`src/rtl/ps2_kbd_tx_if.sv`:
```
// Write-side and line-side signals of the PS/2 keyboard transmitter.
// master drives bytes and control; slave is the transmitter itself.
interface ps2_kbd_tx_if;
  logic       wr_en;
  logic [7:0] wr_data;
  logic       inhibit;
  logic       ovf_clr;
  logic       ps2_clk;
  logic       ps2_data;
  logic       full;
  logic       empty;
  logic       busy;
  logic       overflow;

  modport master (
    output wr_en, wr_data, inhibit, ovf_clr,
    input  ps2_clk, ps2_data, full, empty, busy, overflow
  );

  modport slave (
    input  wr_en, wr_data, inhibit, ovf_clr,
    output ps2_clk, ps2_data, full, empty, busy, overflow
  );
endinterface

```
`src/rtl/ps2_kbd_tx.sv`:
```
// Device-side PS/2 transmitter: buffers scancode bytes in a small FIFO and
// serialises each one as an 11-bit frame (start, 8 data LSB first, odd parity, stop).
module ps2_kbd_tx #(
  parameter int unsigned HALF = 4,
  parameter int unsigned GAP  = 8,
  parameter int unsigned AW   = 3
) (
  input  logic        clk,
  input  logic        rst,
  ps2_kbd_tx_if.slave bus
);

  localparam int unsigned Depth  = 1 << AW;
  localparam int unsigned CntMax = (HALF > GAP) ? HALF : GAP;
  localparam int unsigned CW     = $clog2(CntMax);

  localparam logic [AW:0]   DepthW = (AW+1)'(Depth);
  localparam logic [CW-1:0] HalfM1 = CW'(HALF - 1);
  localparam logic [CW-1:0] GapM1  = CW'(GAP - 1);
  localparam logic [3:0]    LastIdx = 4'd10;

  typedef enum logic [1:0] {
    StIdle,
    StBitHigh,
    StBitLow,
    StGap
  } state_e;

  // FIFO storage and bookkeeping
  logic [7:0]    mem [Depth];
  logic [AW-1:0] wr_ptr_q;
  logic [AW-1:0] rd_ptr_q;
  logic [AW:0]   count_q;
  logic [AW:0]   count_d;
  logic          full_q;
  logic          empty_q;
  logic          ovf_q;

  // Serialiser state
  state_e        state_q;
  logic [CW-1:0] phase_q;
  logic [3:0]    idx_q;
  logic [9:0]    shift_q;
  logic          ps2_clk_q;
  logic          ps2_data_q;
  logic          busy_q;

  logic       push;
  logic       drop;
  logic       pop;
  logic [7:0] head;

  // full_q is the registered view, so a write while full is dropped even if a pop frees a slot.
  assign push = bus.wr_en && !full_q;
  assign drop = bus.wr_en && full_q;
  assign pop  = (state_q == StIdle) && !empty_q && !bus.inhibit;
  assign head = mem[rd_ptr_q];

  always_comb begin
    count_d = count_q;
    unique case ({push, pop})
      2'b10:   count_d = count_q + (AW+1)'(1);
      2'b01:   count_d = count_q - (AW+1)'(1);
      default: count_d = count_q;
    endcase
  end

  always_ff @(posedge clk) begin
    if (push) begin
      mem[wr_ptr_q] <= bus.wr_data;
    end
  end

  always_ff @(posedge clk) begin
    if (rst) begin
      wr_ptr_q <= '0;
      rd_ptr_q <= '0;
      count_q  <= '0;
      full_q   <= 1'b0;
      empty_q  <= 1'b1;
      ovf_q    <= 1'b0;
    end else begin
      if (push) begin
        wr_ptr_q <= wr_ptr_q + AW'(1);
      end
      if (pop) begin
        rd_ptr_q <= rd_ptr_q + AW'(1);
      end
      count_q <= count_d;
      full_q  <= (count_d == DepthW);
      empty_q <= (count_d == '0);
      // A drop in the same cycle as a clear leaves the flag set.
      if (drop) begin
        ovf_q <= 1'b1;
      end else if (bus.ovf_clr) begin
        ovf_q <= 1'b0;
      end
    end
  end

  // shift_q holds the bits still to be sent after the start bit: data, parity, stop.
  always_ff @(posedge clk) begin
    if (rst) begin
      state_q    <= StIdle;
      phase_q    <= '0;
      idx_q      <= '0;
      shift_q    <= '0;
      ps2_clk_q  <= 1'b1;
      ps2_data_q <= 1'b1;
      busy_q     <= 1'b0;
    end else begin
      unique case (state_q)
        StIdle: begin
          if (pop) begin
            state_q    <= StBitHigh;
            shift_q    <= {1'b1, ~^head, head};
            ps2_data_q <= 1'b0;
            busy_q     <= 1'b1;
            idx_q      <= '0;
            phase_q    <= '0;
          end
        end
        StBitHigh: begin
          if (phase_q == HalfM1) begin
            state_q   <= StBitLow;
            ps2_clk_q <= 1'b0;
            phase_q   <= '0;
          end else begin
            phase_q <= phase_q + CW'(1);
          end
        end
        StBitLow: begin
          if (phase_q == HalfM1) begin
            phase_q   <= '0;
            ps2_clk_q <= 1'b1;
            if (idx_q == LastIdx) begin
              state_q    <= StGap;
              ps2_data_q <= 1'b1;
            end else begin
              // Data only moves on the rising edge, so it is stable for the whole low phase.
              state_q    <= StBitHigh;
              ps2_data_q <= shift_q[0];
              shift_q    <= {1'b1, shift_q[9:1]};
              idx_q      <= idx_q + 4'd1;
            end
          end else begin
            phase_q <= phase_q + CW'(1);
          end
        end
        StGap: begin
          if (phase_q == GapM1) begin
            state_q <= StIdle;
            busy_q  <= 1'b0;
            phase_q <= '0;
          end else begin
            phase_q <= phase_q + CW'(1);
          end
        end
        default: state_q <= StIdle;
      endcase
    end
  end

  assign bus.ps2_clk  = ps2_clk_q;
  assign bus.ps2_data = ps2_data_q;
  assign bus.full     = full_q;
  assign bus.empty    = empty_q;
  assign bus.busy     = busy_q;
  assign bus.overflow = ovf_q;

endmodule

```
`src/flat_wrapper.sv`:
```
// flat-port wrapper written by rule: the top's interface ports become plain ports
module ps2_kbd_tx_flat 
#(
  parameter int unsigned HALF = 4,
  parameter int unsigned GAP  = 8,
  parameter int unsigned AW   = 3
)
  (clk, rst, bus_wr_en, bus_wr_data, bus_inhibit, bus_ovf_clr, bus_ps2_clk, bus_ps2_data, bus_full, bus_empty, bus_busy, bus_overflow);
  ps2_kbd_tx_if bus_i ();
  input  logic clk;
  input  logic rst;
  input wire logic [$bits(bus_i.wr_en)-1:0] bus_wr_en;
  input wire logic [$bits(bus_i.wr_data)-1:0] bus_wr_data;
  input wire logic [$bits(bus_i.inhibit)-1:0] bus_inhibit;
  input wire logic [$bits(bus_i.ovf_clr)-1:0] bus_ovf_clr;
  output wire logic [$bits(bus_i.ps2_clk)-1:0] bus_ps2_clk;
  output wire logic [$bits(bus_i.ps2_data)-1:0] bus_ps2_data;
  output wire logic [$bits(bus_i.full)-1:0] bus_full;
  output wire logic [$bits(bus_i.empty)-1:0] bus_empty;
  output wire logic [$bits(bus_i.busy)-1:0] bus_busy;
  output wire logic [$bits(bus_i.overflow)-1:0] bus_overflow;
  assign bus_i.wr_en = bus_wr_en;
  assign bus_i.wr_data = bus_wr_data;
  assign bus_i.inhibit = bus_inhibit;
  assign bus_i.ovf_clr = bus_ovf_clr;
  assign bus_ps2_clk = bus_i.ps2_clk;
  assign bus_ps2_data = bus_i.ps2_data;
  assign bus_full = bus_i.full;
  assign bus_empty = bus_i.empty;
  assign bus_busy = bus_i.busy;
  assign bus_overflow = bus_i.overflow;
  ps2_kbd_tx #(.HALF(HALF), .GAP(GAP), .AW(AW)) u_core (.clk(clk), .rst(rst), .bus(bus_i));
endmodule
```
`config.mk`:
```
export PLATFORM = sky130hd
export DESIGN_NAME = ps2_kbd_tx_flat
export DESIGN_NICKNAME = d
export VERILOG_FILES = /design/src/rtl/ps2_kbd_tx_if.sv /design/src/rtl/ps2_kbd_tx.sv /design/src/flat_wrapper.sv
export SDC_FILE = /design/constraint.sdc
export NUM_CORES = 1
export LEC_CHECK = 0
export CORE_MARGIN = 5
export CORE_UTILIZATION = 40
export DETAILED_ROUTE_END_ITERATION = 10
export GPL_TIMING_DRIVEN = 0
export PLACE_DENSITY = 0.57
export RECOVER_POWER = 100
export SYNTH_ARGS = -nofsm -noshare
export SYNTH_HDL_FRONTEND = slang
export SYNTH_SLANG_ARGS = --single-unit
```
`constraint.sdc`:
```
create_clock -name clk -period 3.9 [get_ports clk]
set_input_delay 0.975 -clock clk [delete_from_list [all_inputs] [get_ports clk]]
set_output_delay 0.975 -clock clk [all_outputs]
set_load 0.005 [all_outputs]
```
-- Word-level counts from Yosys, hierarchy flattened
Memories as Yosys holds them, arrays and structs flattened. A register that Yosys moved wholly into a read port is not among the register bits.
Cells that the tools add are included.
- register bits: 35
- memory bits (writable): 64
- bits of input ports: 13
- logic and storage cells: 89
- memories kept: 1
- add/subtract/negate cells: 6
- equal/unequal tests: 14
- muxes and demuxes: 35
- reductions and logical operators: 20
- memory list (name ; words ; width ; rd ports ; clocked after memory_dff ; write ports ; RTL line ; text):
    u_core.mem ; 8 ; 8 ; 1 ; 1 ; 1 ; ps2_kbd_tx.sv:30 ; logic [7:0] mem [Depth];
- operators with widths (operator ; count):
    $mux W10 ; 3
    $pmux W10 S2 ; 1
    $pmux W4 S2 ; 2
    $mux W3 ; 5
    $mux W4 ; 3
    $mux W1 ; 11
    $mux W2 ; 5
    $add A3 B1 Y3 const B ; 3
    $pmux W3 S3 ; 1
    $reduce_and A3 Y1 ; 3
    $add A4 B1 Y4 const B ; 2
    $eq A4 B4 Y1 const B ; 2
    $ne A2 B1 Y1 const B ; 4
    $pmux W2 S4 ; 1
    $reduce_and A4 Y1 ; 2
    $reduce_bool A2 Y1 ; 4
    $reduce_xnor A8 Y1 ; 1
    $eq A2 B2 Y1 const B ; 3
    $pmux W1 S2 ; 3
    $eq A2 B1 Y1 const B ; 2
    $logic_and A1 B1 Y1 ; 4
    $logic_not A4 Y1 ; 1
    $sub A4 B1 Y4 const B ; 1
    $eq A3 B2 Y1 const B ; 1
    5 further kinds ; 7

-- Logic depth before layout (Yosys ltp)
- depth after elaboration: 6
- gate-level depth with buffers: 14
- gate-level depth less buffers: 14

-- Worst setup path after synthesis
No wires, ideal clock.
- path type: input -> register
- start point: in bus_inhibit
- end point: reg u_core.full_q, in the netlist u_core.bus.full
- library setup time: 0.078 ns
- arrival time: 2.734 ns
- path slack: 1.088 ns
- cell stages on the path: 11
- buffers on the path: 0
- cell sequence: or3_1 > inv_2 > ha_1 > xor2_1 > ha_1 > a21oi_1 > xor2_1 > nor2_1 > xnor2_1 > o21ai_0 > nor3_1
- longest elaborated chain between the ends: 5
- RTL lines (item ; RTL line ; text):
    start: declaration ; flat_wrapper.sv:14 ; input wire logic [$bits(bus_i.inhibit)-1:0] bus_inhibit;
    $logic_not A1 Y1 * ; ps2_kbd_tx.sv:56 ; assign pop = (state_q == StIdle) && !empty_q && !bus.inhibit;
    $logic_and A1 B1 Y1 * ; ps2_kbd_tx.sv:56 ;
    net u_core.pop ; ps2_kbd_tx.sv:50 ; logic pop;
    $eq A2 B1 Y1 or $eq A2 B2 Y1 (tied branches) ; ps2_kbd_tx.sv:61 ; unique case ({push, pop})
    $pmux W4 S2 * ; ps2_kbd_tx.sv:61 ;
    $eq A4 B4 Y1 * ; ps2_kbd_tx.sv:90 ; full_q <= (count_d == DepthW);
    end signal: assignment ; ps2_kbd_tx.sv:90 ;
    end: declaration ; ps2_kbd_tx.sv:35 ; logic full_q;
Mark *: on every way through the listed nets, which the timed path passes. The rest lies on a longest branch.
A chain may end at the register's enable or synchronous reset.

-- Worst setup path after layout
- start point: in bus_inhibit
- end point: reg u_core.empty_q, in the netlist u_core.bus.empty
- longest elaborated chain between the ends: 5
- RTL lines (item ; RTL line ; text):
    $logic_not A1 Y1 * ; ps2_kbd_tx.sv:56 ;
    $logic_and A1 B1 Y1 * ; ps2_kbd_tx.sv:56 ;
    net u_core.pop ; ps2_kbd_tx.sv:50 ;
    $eq A2 B1 Y1 or $eq A2 B2 Y1 (tied branches) ; ps2_kbd_tx.sv:61 ;
    $pmux W4 S2 * ; ps2_kbd_tx.sv:61 ;
    $logic_not A4 Y1 * ; ps2_kbd_tx.sv:91 ; empty_q <= (count_d == '0);
    end signal: assignment ; ps2_kbd_tx.sv:91 ;
    end: declaration ; ps2_kbd_tx.sv:36 ; logic empty_q;
Marks and branches as above.

==> flow_summary.json <==
{
  "status": "finished, violations left",
  "failed_checks": "capacitance limit, slew limit",
  "worstPathRequired_ns": 4.18,
  "setup_repair_after_global_routing_missed_its_margin": "no",
  "grt.overflow.total": 0,
  "clockBufferDepth": 2,
  "mappedNetlistNets": 350,
  "r2r_slack_ns": 0.91,
  "cap_viol_max_count": 2,
  "cpMaxStageDelayCell": "dlygate4sd3_1",
  "syn-instance-count": 321,
  "finalHoldViolCount": 0,
  "cp-start-kind": "primary input",
  "die_footprint_um2": 13100,
  "insertedDiodeCount": 0,
  "ctsHoldBuffers": 0,
  "slowest_delay_ns": 0.55,
  "crit_end_category": "register",
  "critPathArrivalTime_ns": 3.70,
  "grt_usage_pct": 13.2,
  "hold-path-cell-count": 2,
  "antenna_left": 0,
  "detailed_route_vias_per_instance": 5.04,
  "clkLatencyLatePin_ns": 0.36,
  "antenna_found_initial": 0,
  "clk_pin_slew_ns": 0.10,
  "synth_top_flop_cell": "edfxtp_1",
  "flow.area_growth_from_synthesis_pct": 12.3,
  "power_density_nw_per_um2": 538,
  "critical_path.top_delay_family": "buffers and inverters",
  "cells_along_the_critical_path": "dlygate4sd3_1, or3_1, inv_1, ha_1, xor2_1, ha_1, a21oi_1, xor2_1, nor2_1, xnor2_1, o21ai_0, o21ai_0",
  "skew_ns": 0.00853,
  "synth_warnings": 0,
  "post_route_cells_drive_above_1_share_pct": 12.7,
  "cts_root_buf": "clkbuf_8",
  "place.detailed.instances": 479,
  "layout_min_cycle_time_ns": 3.42,
  "gp_congestion": 0.734,
  "floorplan.initialDensity_pct": 40.5,
  "syn-cell-area_um2": 4350,
  "port_buffers": 18,
  "min_to": "u_core.shift_q[1]$_SDFFE_PP0P_",
  "report.final.slew_viol_count": 9,
  "slew_headroom_pct": -7.87,
  "crit-reg2reg-capture": "u_core.bus.empty$_SDFF_PP1_",
  "cellLeakagePower_nw": 1.63,
  "rows": 38,
  "detail_route.first_pass.iterations": 4,
  "layout_worst_path_cycle_share_pct": 87.6,
  "pin_count_of_the_biggest_net_entering_global_routing": 19,
  "worstHoldStart": "u_core.shift_q[1]$_SDFFE_PP0P_",
  "hold_path_class": "register to register",
  "worst-path-buf-inv": 2,
  "drtIter0Drc": 127,
  "netlist-cell-type-count": 41,
  "routed_wl_um": 7950,
  "setup_total_negative_slack_ns": 0,
  "clock_sinks": 102,
  "place.detailed.hpwl_um": 5330,
  "ys_seq_area_share_pct": 61.6,
  "crit_type": "primary input to register",
  "vias": 2495,
  "io_pins": 19,
  "nFillCells": 1005,
  "synth-async-reset-ratio_pct": 0,
  "cts.repair_timing.setup_buffer_count": 0,
  "final-instance-count-excl-fill": 495,
  "r2r_start": "u_core.state_q[0]$_SDFFE_PP0P_",
  "synth-seq-cells": 102,
  "final_common_cell": "edfxtp_1",
  "die-height_um": 114,
  "final-setup-viol-count": 0,
  "grt_first_pass_wirelength_um": 13100,
  "h_tree_depth": 3,
  "crit_fanout": 7,
  "die_width_um": 114,
  "syn-mean-instance-area_um2": 13.6,
  "core_area_um2": 10700,
  "post_cts_resize_count": 0,
  "tritoncts": "done",
  "synth_enable_flop_cells": 64,
  "via_count_of_the_first_global_routing_pass": 2515,
  "layout_common_cells": "edfxtp_1 (64), dfxtp_1 (38), nor2_1 (34), nand2_1 (19), a21oi_1 (18)",
  "vdd_ir_drop_max_mv": 0.263,
  "numCtsBuffers": 9,
  "avgRoutedWirePerCell_um": 16.1,
  "max_freq_mhz": 293,
  "timing_worst_slew_pin_value_ns": 1.61,
  "drc": 0,
  "reg2regPathDepth": 14,
  "finalPower_w": 0.00263,
  "num-nets-final": 379
}
cell type report:
cell class                 instances  area (um2)  area share [%]
inverter                          11        41.3           0.845
clock inverter                     7        55.1            1.13
buffer                            13        65.1            1.33
timing repair buffer              18         180            3.69
multi-input combinational        195        1560            32.0
tap                              140         175            3.58
clock buffer                       9         124            2.53
sequential                       102        2680            54.9
cells in the mapped netlist, drive strengths merged (6+ instances only):
master / instances / area, um2
mux2: 8 / 90.1
xor2: 9 / 78.8
dfxtp: 38 / 761
o21ai: 8 / 40.0
o211ai: 8 / 60.1
nand2b: 13 / 81.3
nand2: 19 / 71.3
ha: 16 / 200
nor2: 34 / 128
clkbuf: 10 / 37.5
xnor2: 10 / 95.1
inv: 11 / 41.3
nor3: 6 / 30.0
a21oi: 18 / 90.1
edfxtp: 64 / 1920
mux4: 16 / 360
through the flow:
step	hold slack, ns	utilization [%]	area [um2]	setup WS (ns)
final	0.455	45.5	4890	0.484
after global routing	0.476	45.5	4890	0.257
after CTS	0.454	45.6	4900	0.680
after detailed placement	0.440	43.9	4720	0.295
after global placement	0.434	43.8	4710	0.195
after floorplan	0.427	-	4350	1.09
worst max-delay path by stage:
stage                      startpoint                           to  slack (ns)  cells after the start
final                     bus_inhibit  u_core.bus.empty$_SDFF_PP1_        0.48                     12
after global routing      bus_inhibit  u_core.bus.empty$_SDFF_PP1_        0.26                     12
after CTS                   bus_wr_en  u_core.bus.empty$_SDFF_PP1_        0.68                     13
after detailed placement    bus_wr_en  u_core.bus.empty$_SDFF_PP1_        0.30                     13
after global placement      bus_wr_en   u_core.mem[0][4]$_DFFE_PP_        0.20                      5
after floorplan           bus_inhibit   u_core.bus.full$_SDFF_PP0_        1.09                     11
sequential cells by signal (all words and copies together), names as in the netlist, named ones only:
name / count
u_core.wr_ptr_q: 3
u_core.bus.busy: 1
u_core.count_q: 4
u_core.rd_ptr_q: 3
u_core.phase_q: 3
u_core.mem: 64
u_core.bus.empty: 1
u_core.bus.overflow: 1
u_core.idx_q: 4
u_core.shift_q: 10
u_core.state_q: 2
u_core.bus.full: 1
u_core.bus.ps2_clk: 1
u_core.bus.ps2_data: 1
where the power goes:
part	switching [W]	internal [W]	leakage, nW
sequential	0.0000612	0.00125	0.891
combinational	0.000375	0.000334	0.650
clock	0.000374	0.000240	0.0935
metal layers:
metal | GRT usage, % | wire length (um) | vias to the layer above
li1 | - | - | 1237
met1 | 16.5 | 3680 | 1225
met2 | 22.1 | 3890 | 23
met3 | 3.22 | 241 | 10
met4 | 5.15 | 136 | 0
met5 | 0 | 0 | -
worst reg2reg max path: stages, from the launching register on:
cell and delay, ns:
dfxtp_1 0.34, inv_1 0.16, ha_1 0.23, inv_2 0.06
or3_1 0.40, inv_1 0.25, ha_1 0.31, xor2_1 0.10
ha_1 0.19, a21oi_1 0.14, xor2_1 0.16, nor2_1 0.06
xnor2_1 0.16, o21ai_0 0.16, o21ai_0 0.20
kinds of logic after synthesis:
kind of cell    synth area share [%]
buf+inv                         2.44
mux                             11.0
flops                           61.6
simple gates                    9.77
xor+xnor                        4.00
compound gates                  6.53
fa+ha+maj                       4.60
No activity file was read; power rests on OpenSTA's default activity.
==> patch: new RTL, same settings <==
Encoding of `state_e`: now one-hot (4 bits for 4 states).
--- a/src/rtl/ps2_kbd_tx.sv
+++ b/src/rtl/ps2_kbd_tx.sv
@@ -19,11 +19,11 @@
   localparam logic [CW-1:0] GapM1  = CW'(GAP - 1);
   localparam logic [3:0]    LastIdx = 4'd10;
 
-  typedef enum logic [1:0] {
-    StIdle,
-    StBitHigh,
-    StBitLow,
-    StGap
+  typedef enum logic [3:0] {
+    StIdle    = 4'b0001,
+    StBitHigh = 4'b0010,
+    StBitLow  = 4'b0100,
+    StGap     = 4'b1000
   } state_e;
 
   // FIFO storage and bookkeeping
Function: no difference found for any inputs over 10 cycles, from zero or initial values and one cycle with rst high; not proved beyond that.
==> patch against the original RTL <==
- synthesized cell count is 2.2% higher
- critical path type unchanged
- the run ends with max-capacitance violations left
- sequential cell count is 2 higher
- worst hold slack better by 0.0065 ns
- worst setup slack worse by 0.018 ns
- total power is 2.9% lower
- area after synthesis is 1.7% higher
- cell area is 1.7% higher
- wire length is 4.9% higher
- count of clock-buffer cells in the layout stayed put
- final cell count is 1.6% higher
==> patch: results (changes against the original RTL) <==
The flow ran to the end, but the final reports show violations. Violated checks: max-capacitance violations (was max-capacitance violations, max-slew violations). The number of non-clock inverters works out to 8 (was 11). The run gives 0.762 (was 0.734) as the weighted congestion at the end of routability-driven global placement. The number of cells on the worst reg-to-reg path was 13 (was 14); the worst reg-to-reg setup slack was 0.87 ns (was 0.91 ns).

Max-cap check violation count: 1 (was 2). For the post-synthesis instance total, the log shows 328 (was 321). The tools report the pre-CTS worst setup slack as 0.228 ns (was 0.295 ns). Total routing usage reported by global routing: 0.134 (was 0.132).

The post-route clock skew came out at 0.0149 ns (was 0.00853 ns). The source of the worst hold timing path was u_core.shift_q[3]$_SDFFE_PP0P_ (was u_core.shift_q[1]$_SDFFE_PP0P_). The final layout net count came out at 381 (was 379). The run gives 21 (was 19) as the maximum number of pins on one net before global-route repair. The number of storage elements in the synthesis netlist came out at 104 (was 102). The multiplexer share of the synthesized area is 0.110 (about the same), and the endpoint arrival time on the critical path is 3.72 ns (was 3.70 ns). The count of cell types in the netlist is 52 (was 41). The first-pass GRT wire length came out at 13600 um (was 13100 um). The run gives 111 (was 127) as the number of violations reported at the end of detailed-routing iteration 0. Average wire length per cell after detail routing: 16.6 um (was 16.1 um).

The number of max-slew violations in the final report was 0 (was 9). The total of fill cells in the finished design was 1026 (was 1005). The net load switching power was 760 uW (was 809 uW); the smallest hold slack was 0.461 ns (was 0.455 ns). The share of synthesized cell area in full adder, half adder and majority cells is 0.0283 (was 0.0460).

For the sequential area share after synthesis, the log shows 0.615 (was 0.616). The fraction of the mapped netlist area in compound gates was 0.0696 (was 0.0652); the number of levels the H-tree was split into was 3 (unchanged). The hold path endpoint is u_core.shift_q[3]$_SDFFE_PP0P_ (was u_core.shift_q[1]$_SDFFE_PP0P_).

The xor/xnor share of the synthesized area came out at 0.0370 (was 0.0400). The total via count after detailed routing is 2581 (was 2495), and the transition time at the pin with the least slew margin is 1.47 ns (was 1.61 ns). The flip-flop and latch share of the layout cell area is 0.548 (was 0.549). The reg-to-reg startpoint was u_core.state_q[3]$_SDFFE_PP0P_ (was u_core.state_q[0]$_SDFFE_PP0P_).

The fraction of area in multi-input gates works out to 0.317 (was 0.320). Clock buffer and inverter area fraction after layout: 0.0390 (was 0.0366). The maximum fanout along the worst path was 10 (was 7); the maximum single-stage delay on the critical path was 0.55 ns (about the same).

The fraction of cell area in non-clock buffers was 0.0554 (was 0.0502). The tools report the critical register-to-register path endpoint as u_core.bus.full$_SDFF_PP0_ (was u_core.bus.empty$_SDFF_PP1_). List of most frequent post-synthesis cells: sky130_fd_sc_hd__edfxtp_1, sky130_fd_sc_hd__dfxtp_1, sky130_fd_sc_hd__nand2_1, sky130_fd_sc_hd__nor2_1, sky130_fd_sc_hd__a21oi_1 (was sky130_fd_sc_hd__edfxtp_1, sky130_fd_sc_hd__dfxtp_1, sky130_fd_sc_hd__nor2_1, sky130_fd_sc_hd__nand2_1, sky130_fd_sc_hd__a21oi_1).
==> patch: power groups by stage <==
stage | sequential, mW | combinational (mW) | clock [mW]
4_1_cts | 1.31 | 0.618 | 0.675
6_report | 1.31 | 0.596 | 0.651
3_5_place_dp | 1.33 | 0.616 | 0
2_1_floorplan | 1.32 | 0.466 | 0
5_1_grt | 1.32 | 0.660 | 0.720
3_3_place_gp | 1.33 | 0.603 | 0
==> patch: metrics by stage <==
stage / area, um2 / power [mW] / instances
6_report: 4970 / 2.55 / 503
3_3_place_gp: 4770 / 1.93 / 485
2_1_floorplan: 4430 / 1.79 / 328
3_5_place_dp: 4820 / 1.95 / 487
4_1_cts: 5010 / 2.60 / 503
5_1_grt: 4970 / 2.70 / 503
==> patch: worst max path at each step <==
stage,slack [ns],depth (start not counted),startpoint,endpoint
6_report,0.47,13,bus_inhibit,u_core.bus.full$_SDFF_PP0_
5_1_grt,0.27,5,bus_wr_en,u_core.mem[3][3]$_DFFE_PP_
4_1_cts,0.61,13,bus_inhibit,u_core.bus.full$_SDFF_PP0_
3_5_place_dp,0.23,13,bus_inhibit,u_core.bus.full$_SDFF_PP0_
3_3_place_gp,-0.35,5,bus_wr_en,u_core.mem[0][6]$_DFFE_PP_
2_1_floorplan,1.13,12,bus_inhibit,u_core.bus.empty$_SDFF_PP1_
==> patch: layer usage <==
metal,track usage,vias up,part of all wire
met5,0,-,0
met4,0.0469,0,0.012
met3,0.0205,7,0.016
met2,0.225,19,0.49
met1,0.179,1264,0.48
li1,-,1291,-
==> patch: worst max-delay path, delay by kind of cell <==
family | cells | cell delay (ns)
AO/OA/AOI/OAI | 3 | 0.49
adder cells (fa/ha/maj) | 1 | 0.18
AND/OR/NAND/NOR | 5 | 0.97
XOR/XNOR | 2 | 0.30
buffers and inverters | 2 | 0.81
